==> src/rtl/operand_stage.sv <==
// operand_stage
//   Two-entry (main + skid) operand holding stage between register-file read
//   and execute. Each entry carries NCH source addresses and NCH data words.
//   Writebacks are forwarded into operands as they are captured and into
//   operands that are already held, so a set never leaves the stage stale.
//
// Ports
//   CLK        clock, rising edge
//   reset      asynchronous, active-low reset
//   flush      synchronous discard of all held sets
//   in_valid   upstream operand set valid
//   in_ready   stage can accept a set (state EMPTY or ONE)
//   rd_addr    per-channel source address, channel k at [k*AW +: AW]
//   rd_data    per-channel register-file data, channel k at [k*WIDTH +: WIDTH]
//   wb_en      writeback valid
//   wb_addr    writeback register address
//   wb_data    writeback data
//   out_valid  operand set presented (state ONE or TWO)
//   out_ready  downstream accepts
//   out_data   main entry data, same packing as rd_data
//   stall_cnt  saturating count of cycles with out_valid & !out_ready

// ---------------------------------------------------------------------------
// operand_lane
//   Storage and forwarding for one operand channel of both entries.
//   The parent supplies one-hot-ish load controls; this module only decides
//   which value lands in each register.
//
// Ports
//   CLK, reset   clock / async active-low reset
//   load_main    main <= incoming operand (with capture forwarding)
//   load_skid    skid <= incoming operand (with capture forwarding)
//   copy_skid    main <= skid (with held forwarding applied to the skid word)
//   main_vld     main entry currently holds a live set
//   skid_vld     skid entry currently holds a live set
//   rd_addr      incoming source address for this channel
//   rd_data      incoming register-file data for this channel
//   wb_hit       wb_en & (wb_addr != 0), computed once in the parent
//   wb_addr      writeback address
//   wb_data      writeback data
//   main_data    current main word for this channel
// ---------------------------------------------------------------------------
module operand_lane #(
  parameter int WIDTH = 32,
  parameter int AW    = 5
) (
  input  logic             CLK,
  input  logic             reset,
  input  logic             load_main,
  input  logic             load_skid,
  input  logic             copy_skid,
  input  logic             main_vld,
  input  logic             skid_vld,
  input  logic [AW-1:0]    rd_addr,
  input  logic [WIDTH-1:0] rd_data,
  input  logic             wb_hit,
  input  logic [AW-1:0]    wb_addr,
  input  logic [WIDTH-1:0] wb_data,
  output logic [WIDTH-1:0] main_data
);

  logic [AW-1:0]    main_addr, skid_addr;
  logic [WIDTH-1:0] main_q, skid_q;

  logic             cap_hit, main_hit, skid_hit;
  logic [WIDTH-1:0] cap_val, skid_fwd;

  // wb_hit already excludes address 0, so x0 can never be forwarded here.
  assign cap_hit  = wb_hit && (wb_addr == rd_addr);
  assign main_hit = wb_hit && (wb_addr == main_addr);
  assign skid_hit = wb_hit && (wb_addr == skid_addr);

  assign cap_val  = cap_hit  ? wb_data : rd_data;
  // The skid word moving into main must not miss a writeback on that edge.
  assign skid_fwd = skid_hit ? wb_data : skid_q;

  always_ff @(posedge CLK or negedge reset) begin
    if (!reset) begin
      main_addr <= '0;
      main_q    <= '0;
    end else if (load_main) begin
      main_addr <= rd_addr;
      main_q    <= cap_val;
    end else if (copy_skid) begin
      main_addr <= skid_addr;
      main_q    <= skid_fwd;
    end else if (main_vld && main_hit) begin
      main_q    <= wb_data;
    end
  end

  always_ff @(posedge CLK or negedge reset) begin
    if (!reset) begin
      skid_addr <= '0;
      skid_q    <= '0;
    end else if (load_skid) begin
      skid_addr <= rd_addr;
      skid_q    <= cap_val;
    end else if (skid_vld && skid_hit) begin
      skid_q    <= wb_data;
    end
  end

  assign main_data = main_q;

endmodule

// ---------------------------------------------------------------------------
// operand_stage top
// ---------------------------------------------------------------------------
module operand_stage #(
  parameter int WIDTH = 32,
  parameter int NCH   = 2,
  parameter int AW    = 5
) (
  input  logic               CLK,
  input  logic               reset,
  input  logic               flush,
  input  logic               in_valid,
  output logic               in_ready,
  input  logic [NCH*AW-1:0]  rd_addr,
  input  logic [NCH*WIDTH-1:0] rd_data,
  input  logic               wb_en,
  input  logic [AW-1:0]      wb_addr,
  input  logic [WIDTH-1:0]   wb_data,
  output logic               out_valid,
  input  logic               out_ready,
  output logic [NCH*WIDTH-1:0] out_data,
  output logic [15:0]        stall_cnt
);

  typedef enum logic [1:0] {
    EMPTY = 2'd0,
    ONE   = 2'd1,
    TWO   = 2'd2
  } state_t;

  state_t state;

  // Handshake outputs are pure state decodes so they carry no input paths.
  assign out_valid = (state == ONE) || (state == TWO);
  assign in_ready  = (state == EMPTY) || (state == ONE);

  logic in_fire, out_fire;
  logic acc, pop;

  assign in_fire  = in_valid  && in_ready;
  assign out_fire = out_valid && out_ready;

  // Flush overrides both handshakes: nothing is loaded, nothing is popped.
  assign acc = in_fire  && !flush;
  assign pop = out_fire && !flush;

  logic load_main, load_skid, copy_skid;
  logic main_vld, skid_vld, wb_hit;

  assign load_main = ((state == EMPTY) && acc) || ((state == ONE) && acc && pop);
  assign load_skid = (state == ONE) && acc && !pop;
  assign copy_skid = (state == TWO) && pop;
  assign main_vld  = (state != EMPTY);
  assign skid_vld  = (state == TWO);
  assign wb_hit    = wb_en && (wb_addr != '0);

  // State register
  always_ff @(posedge CLK or negedge reset) begin
    if (!reset) begin
      state <= EMPTY;
    end else if (flush) begin
      state <= EMPTY;
    end else begin
      case (state)
        EMPTY:   if (acc) state <= ONE;
        ONE:     if (acc && !pop) state <= TWO;
                 else if (!acc && pop) state <= EMPTY;
        TWO:     if (pop) state <= ONE;
        default: state <= EMPTY;
      endcase
    end
  end

  // Stall counter counts through flush; it only reflects output backpressure.
  always_ff @(posedge CLK or negedge reset) begin
    if (!reset)
      stall_cnt <= '0;
    else if (out_valid && !out_ready && (stall_cnt != 16'hFFFF))
      stall_cnt <= stall_cnt + 16'd1;
  end

  // Per-channel storage
  logic [NCH-1:0][WIDTH-1:0] main_data_l;

  for (genvar k = 0; k < NCH; k++) begin : g_lane
    operand_lane #(
      .WIDTH (WIDTH),
      .AW    (AW)
    ) u_lane (
      .CLK       (CLK),
      .reset     (reset),
      .load_main (load_main),
      .load_skid (load_skid),
      .copy_skid (copy_skid),
      .main_vld  (main_vld),
      .skid_vld  (skid_vld),
      .rd_addr   (rd_addr[k*AW +: AW]),
      .rd_data   (rd_data[k*WIDTH +: WIDTH]),
      .wb_hit    (wb_hit),
      .wb_addr   (wb_addr),
      .wb_data   (wb_data),
      .main_data (main_data_l[k])
    );
  end

  assign out_data = main_data_l;

endmodule

==> config.mk <==
export PLATFORM = sky130hd
export DESIGN_NAME = operand_stage
export DESIGN_NICKNAME = d
export VERILOG_FILES = /design/src/rtl/operand_stage.sv
export SDC_FILE = /design/constraint.sdc
export NUM_CORES = 1
export LEC_CHECK = 0
export ABC_AREA = 0
export CAP_MARGIN = 20
export CORE_AREA = 2 2 147 149
export CTS_BUF_LIST = sky130_fd_sc_hd__clkbuf_2
export CTS_CLUSTER_SIZE = 28
export DETAILED_ROUTE_END_ITERATION = 12
export DIE_AREA = 0 0 149 151
export GPL_TIMING_DRIVEN = 0
export PLACE_DENSITY = 0.76
export SLEW_MARGIN = 20
export SYNTH_ARGS = -nofsm -noshare
export SYNTH_HDL_FRONTEND = slang
export SYNTH_SLANG_ARGS = --single-unit
==> constraint.sdc <==
create_clock -name CLK -period 3.3 [get_ports CLK]
set_input_delay 0.495 -clock CLK [delete_from_list [all_inputs] [get_ports CLK]]
set_output_delay 0.495 -clock CLK [all_outputs]
set_load 0.05 [all_outputs]
# --- After elaboration in Yosys (flattened, before gate mapping) ---
# Index checks and enable logic that the tools add are counted.
# W data, S select, Z words.
word_totals:
  ff_bits: 166
  latchBits: 0
  ram_bits: 0
  mem_bits_ro: 0
  in_bits: 117
  output_inout_bits: 82
  elab_cells: 87
  mem_count: 0
op_classes:
  add_sub_neg: 1
  multipliers: 0
  n_div: 0
  n_lt_le_gt_ge: 0
  eq_ne: 12
  shift: 0
  muxes: 24
  bitwise_logic: 0
  n_reduce_logical: 40
ops:
  columns: ["cell", "count"]
  rows:
  - ["$mux W32", 14]
  - ["$eq A5 B5 Y1", 6]
  - ["$logic_and A1 B1 Y1", 24]
  - ["$mux W5", 4]
  - ["$add A16 B1 Y16 const B", 1]
  - ["$ne A16 B16 Y1 const B", 1]
  - ["$mux W2", 5]
  - ["$reduce_bool A2 Y1", 4]
  - ["$ne A3 B3 Y1 const B", 2]
  - ["$pmux W2 S3", 1]
  - ["$reduce_bool A3 Y1", 2]
  - ["$reduce_bool A5 Y1", 1]
  - ["$logic_not A1 Y1", 4]
  - ["$ne A4 B2 Y1 const B", 1]
  - ["$logic_or A1 B1 Y1", 3]
  - ["$reduce_and A3 Y1", 1]
  - ["$eq A2 B1 Y1 const B", 1]
  - ["$eq A2 B2 Y1 const B", 1]
  - ["$logic_not A2 Y1", 1]

# --- Longest topological paths before layout ---
logic_depth:
  depth_word: 10
  ltp_mapped: 10
  depth_no_buf: 9

# --- Hierarchy ---
# A second synthesis with hierarchy kept.
unflattened:
  cells_unflattened: 790
  hier_area_um2: 9494.1
modules_own_cells:
  columns: ["module", "n_inst", "cells_per_inst", "area_each_um2", "seq_area_each_um2"]
  rows:
  - ["operand_lane", 2, 342, 4189.0, 1851.8]
  - ["operand_stage", 1, 106, 1116.1, 450.4]

# --- Worst setup path before layout ---
# Ideal clock, no wire load.
synth_path:
  path_type: "register -> register"
  from: "reg state[0]"
  to: "reg g_lane[0].u_lane.main_q[15]"
  setup_time_ns: 0.082
  arrival_ns: 2.631
  required_ns: 3.218
  setup_slack_ns: 0.587
  stages_incl_launch_ff: 11
  path_buffers: 3
  synth_period_minus_slack_ns: 2.713
  cell_sequence: "dfrtp_1 -> inv_1 -> ha_1 -> a31o_2 -> and2_1 -> buf_2 -> buf_1 -> buf_1 -> nand2_1 -> mux2_2 -> a31oi_1"
synth_between:
  word_cells_on_any_way: 19
  classes_between: "eq/ne: 2; mux: 2; reduce/logical: 15"
synth_rtl:
  columns: ["item", "line_no", "source"]
  rows:
  - ["from (decl)", "138", "state_t state;"]
  - ["from (signal assigned)", "167", "state <= EMPTY;"]
  - ["from (signal assigned)", "169", "state <= EMPTY;"]
  - ["from (signal assigned)", "172", "EMPTY: if (acc) state <= ONE;"]
  - ["$eq A2 B1 Y1 or $eq A2 B2 Y1 (tied branches)", "141", "assign out_valid = (state == ONE) || (state == TWO);"]
  - ["$logic_or A1 B1 Y1 *", "141", null]
  - ["named net out_valid", "126", "output logic out_valid,"]
  - ["$logic_and A1 B1 Y1 *", "148", "assign out_fire = out_valid && out_ready;"]
  - ["$logic_and A1 B1 Y1 *", "152", "assign pop = out_fire && !flush;"]
  - ["$logic_and A1 B1 Y1 (on tied branches)", "159, 157", null]
  - ["$mux W32 or $logic_or A1 B1 Y1 (tied branches)", "84, 157", null]
  - ["$mux W32 or $reduce_bool A3 Y1 (tied branches)", null, null]
  - ["to (signal assigned)", "83", "main_q <= cap_val;"]
  - ["to (signal assigned)", "86", "main_q <= skid_fwd;"]
  - ["to (signal assigned)", "88", "main_q <= wb_data;"]
  - ["to (decl)", "63", "logic [WIDTH-1:0] main_q, skid_q;"]
# Mark *: on every way through the listed nets, which the timed path passes. The rest lies on a longest branch.
# A chain may end at the register's enable or synchronous reset.

# --- Worst setup path in the final report ---
layout_path:
  from: "reg state[0]"
  to: "out out_valid"
layout_between:
  elab_chain_cells: 2
  word_cells_on_any_way: 3
  classes_between: "eq/ne: 2; reduce/logical: 1"
layout_lines:
  columns: ["item", "line_no"]
  rows:
  - ["$eq A2 B1 Y1 or $eq A2 B2 Y1 (tied branches)", "141"]
  - ["$logic_or A1 B1 Y1 *", "141"]
  - ["to (decl)", "126"]
# Every way passes the cells marked *; elsewhere a longest branch is shown, timed or not.

==> run summary <==
Reg2Reg Setup Slack: 0.35 ns
Post-route clock period utilization: 93.7%
Global route total overflow: 0
Final weighted congestion of routability-driven global placement: 0.868
Cell at the root of the clock tree: sky130_fd_sc_hd__clkbuf_2
Worst hold-check path type: input pin to async pin
R2r startpoint: state[0]
TritonCTS clock tree: done
Distinct cell type count after synthesis: 46
Initial core utilization: 44.7%
Router iterations before antenna repair: 5
Data arrival time at the worst-slack endpoint: 2.60 ns
Vias in the first global route: 8391
Register-to-Register Path Depth: 10
Leakage power figure: 4.62 nW
Total wire length: 29100 µm
Mean Syn Cell Area: 9.75 µm²
Post-layout min period: 3.09 ns
Power density relative to cell area: 691 nW/µm²
I/O Pins: 199
Yosys warning total: 0
Maximum number of pins on one net before global-route repair: 65
Number of inserted filler cells in the final layout: 1855
# setup viols final: 0
Cts bufs inserted: 17
R2r endpoint: g_lane[1].u_lane.main_data[10]
Setup Fix Bufs, Post-CTS: 0
DRT iter0 DRCs: 643
Global Route Usage Sum: 26.3%
Initial antenna violation count: 2
Remaining antenna violation count after routing: 0
Wire length of the first global-routing pass: 45700 µm
Maximum Capacitance Violations: 0
Highest-count cells in the layout ignoring fill and taps: 191 x sky130_fd_sc_hd__clkdlybuf4s50_1, 166 x sky130_fd_sc_hd__dfrtp_1, 144 x sky130_fd_sc_hd__nand2_1, 80 x sky130_fd_sc_hd__nor2_1, 53 x sky130_fd_sc_hd__a31oi_1
Area grow syn2layout: 27.9%
Port bufs: 193
Total die area: 22500 µm²
Number of core rows: 53
Clock Tree Buf Depth: 2
Number of cells produced by synthesis: 954
Req. time, crit path: 2.80 ns
Insertion delay to the later sink of the worst-skew pair: 0.80 ns
Slew Viols, Final: 0
Worst stage delay on the critical path: 0.84 ns
Vias per cell: 5.75
Average wire length per cell after detail routing: 19.9 µm
Fin. Hold Viols: 0
Crit path max-delay cell type: sky130_fd_sc_hd__clkdlybuf4s50_1
DR DRC count: 0
Vert. Die Dim: 151 µm
Overall die width: 149 µm
RSZ-0062 raised after global routing: no
Critical-path maximum fanout: 6
Setup total negative slack: 0 ns
Worst relative slew slack: 45.9%
Cell area after technology mapping: 9300 µm²
Share of flip-flops with an asynchronous set or reset after synthesis: 100%
Placed wire-length estimate: 21300 µm
Clock sink total: 166
Number of flops mapped to enable cells by yosys: 0
Worst-case vdd ir drop: 430 µV
Count of vias placed by the detailed router: 8398
Post-synthesis sequential element count: 166
Start-to-end type of the worst setup path: register to output pin
Layout net count: 1294
H-tree depth: 4
Achievable clock frequency: 323 MHz
Layout cells sized above 1: 11.4%
Run status: completed
Share of the core filled with cells in the final layout: 57.2%
Most common flop cell mapped by yosys: sky130_fd_sc_hd__dfrtp_1
Placeable core area: 20800 µm²
Fin Clk Skew: 0.0302 ns
Mapped Nets: 1078
Portion of the post-synthesis area used by sequential elements: 44.7%
Clk pin slew, worst setup/hold paths: 0.24 ns
Crit path launch type: register
Nature of the critical path endpoint: output pin
Worst slew pin tran: 0.806 ns
Most common cell after layout, fill and taps aside: sky130_fd_sc_hd__clkdlybuf4s50_1
Worst-path cell chain: inv_1, ha_1, clkdlybuf4s50_1
==> critical path: cells and delay by family, from the launching register on <==
kind	cells	cell delay [ns]
adder cells (fa/ha/maj)	1	0.40
buffers and inverters	2	0.93
flip-flops	1	0.48
==> registers in the layout, indices dropped and copies added (netlist names) <==
register,cells
g_lane.u_lane.skid_addr,10
g_lane.u_lane.skid_q,64
g_lane.u_lane.main_data,64
state,2
g_lane.u_lane.main_addr,10
stall_cnt,16
==> area by class of cell <==
class	instances	area [µm²]	share of cell area (%)
diodes	2	5.00	0.0421
plain buffers	80	362	3.04
clock buffers	18	90.1	0.757
clock inverters	14	135	1.14
inverters	34	128	1.07
multi-input cells	674	4670	39.3
flip-flops and latches	166	4150	34.9
well taps	275	344	2.89
repair buffers	197	2010	16.9
==> cells by family after synthesis <==
group                      synth area share [%]
AOI/OAI and AO/OA                          22.4
muxes                                      10.1
and+or+nand+nor                            12.4
buffers and inverters                      5.23
DFF                                        44.7
xor gates and xnor gates                   4.24
adders and majority gates                 0.941
==> report_power, final <==
group | switching [mW] | internal (mW)
sequential | 0.537 | 2.82
clock | 0.751 | 0.343
combinational | 2.27 | 1.49
total | 3.56 | 4.66
==> cells in the mapped netlist, drive strengths merged, types with 2 or more instances <==
library cell,count,share of area [%]
dfrtp,166,45
nand2,144,5.8
nor2,80,3.2
a31oi,54,3.8
clkbuf,46,1.9
mux2,44,5.3
mux2i,44,4.8
a21oi,35,1.9
buf,34,2.0
inv,34,1.4
o21a,33,2.7
a32oi,32,3.0
o22ai,32,2.2
o32a,32,3.4
xnor2,27,2.5
a221oi,21,3.3
xor2,18,1.7
nand3,13,0.70
a2bb2oi,11,1.0
and3,7,0.47
ha,7,0.94
and4,5,0.47
nand4,5,0.34
nor2b,4,0.27
nor3,4,0.22
a31o,3,0.28
and2,3,0.20
a311oi,2,0.38
a41o,2,0.22
o31ai,2,0.16
or2,2,0.13
==> per-layer routing <==
metal / GRT usage (%) / vias up / wire, µm
li1: - / 3915 / -
met1: 35.0 / 4088 / 12200
met2: 42.8 / 343 / 13900
met3: 5.63 / 52 / 2220
met4: 9.05 / 0 / 754
met5: 0 / - / 0
==> what timing repair did <==
action | 4_1_cts | 5_1_grt
endpoints found under the setup margin | 0 | 21
hold endpoints to repair | 163 | 0
gates resized for setup | 0 | 3
hold buffers | 1 | 0
==> how the worst max path moves through the flow <==
stage                        start                        endpoint  slack [ns]
after global placement       reset                    stall_cnt[6]       -5.40
after global routing      state[0]                       out_valid        0.02
after floorplan           state[0]  g_lane[0].u_lane.main_data[15]        0.59
after CTS                 state[0]                        in_ready        0.09
after detailed placement  in_valid  g_lane[0].u_lane.main_data[16]       -0.08
final                     state[0]                       out_valid        0.21
==> stage by stage <==
step	instances	worst slack, ns	hold WS (ns)	power, mW	area (µm²)
floorplan	954	0.587	0.199	5.81	9300
global placement	1422	-5.40	0.475	7.06	11600
detailed placement	1425	-0.0844	0.434	7.17	11700
CTS	1458	0.0869	0.136	8.25	11900
global route	1459	0.0193	0.143	8.71	11900
finish	1460	0.207	0.151	8.22	11900
(Power assumes the default switching activity.)
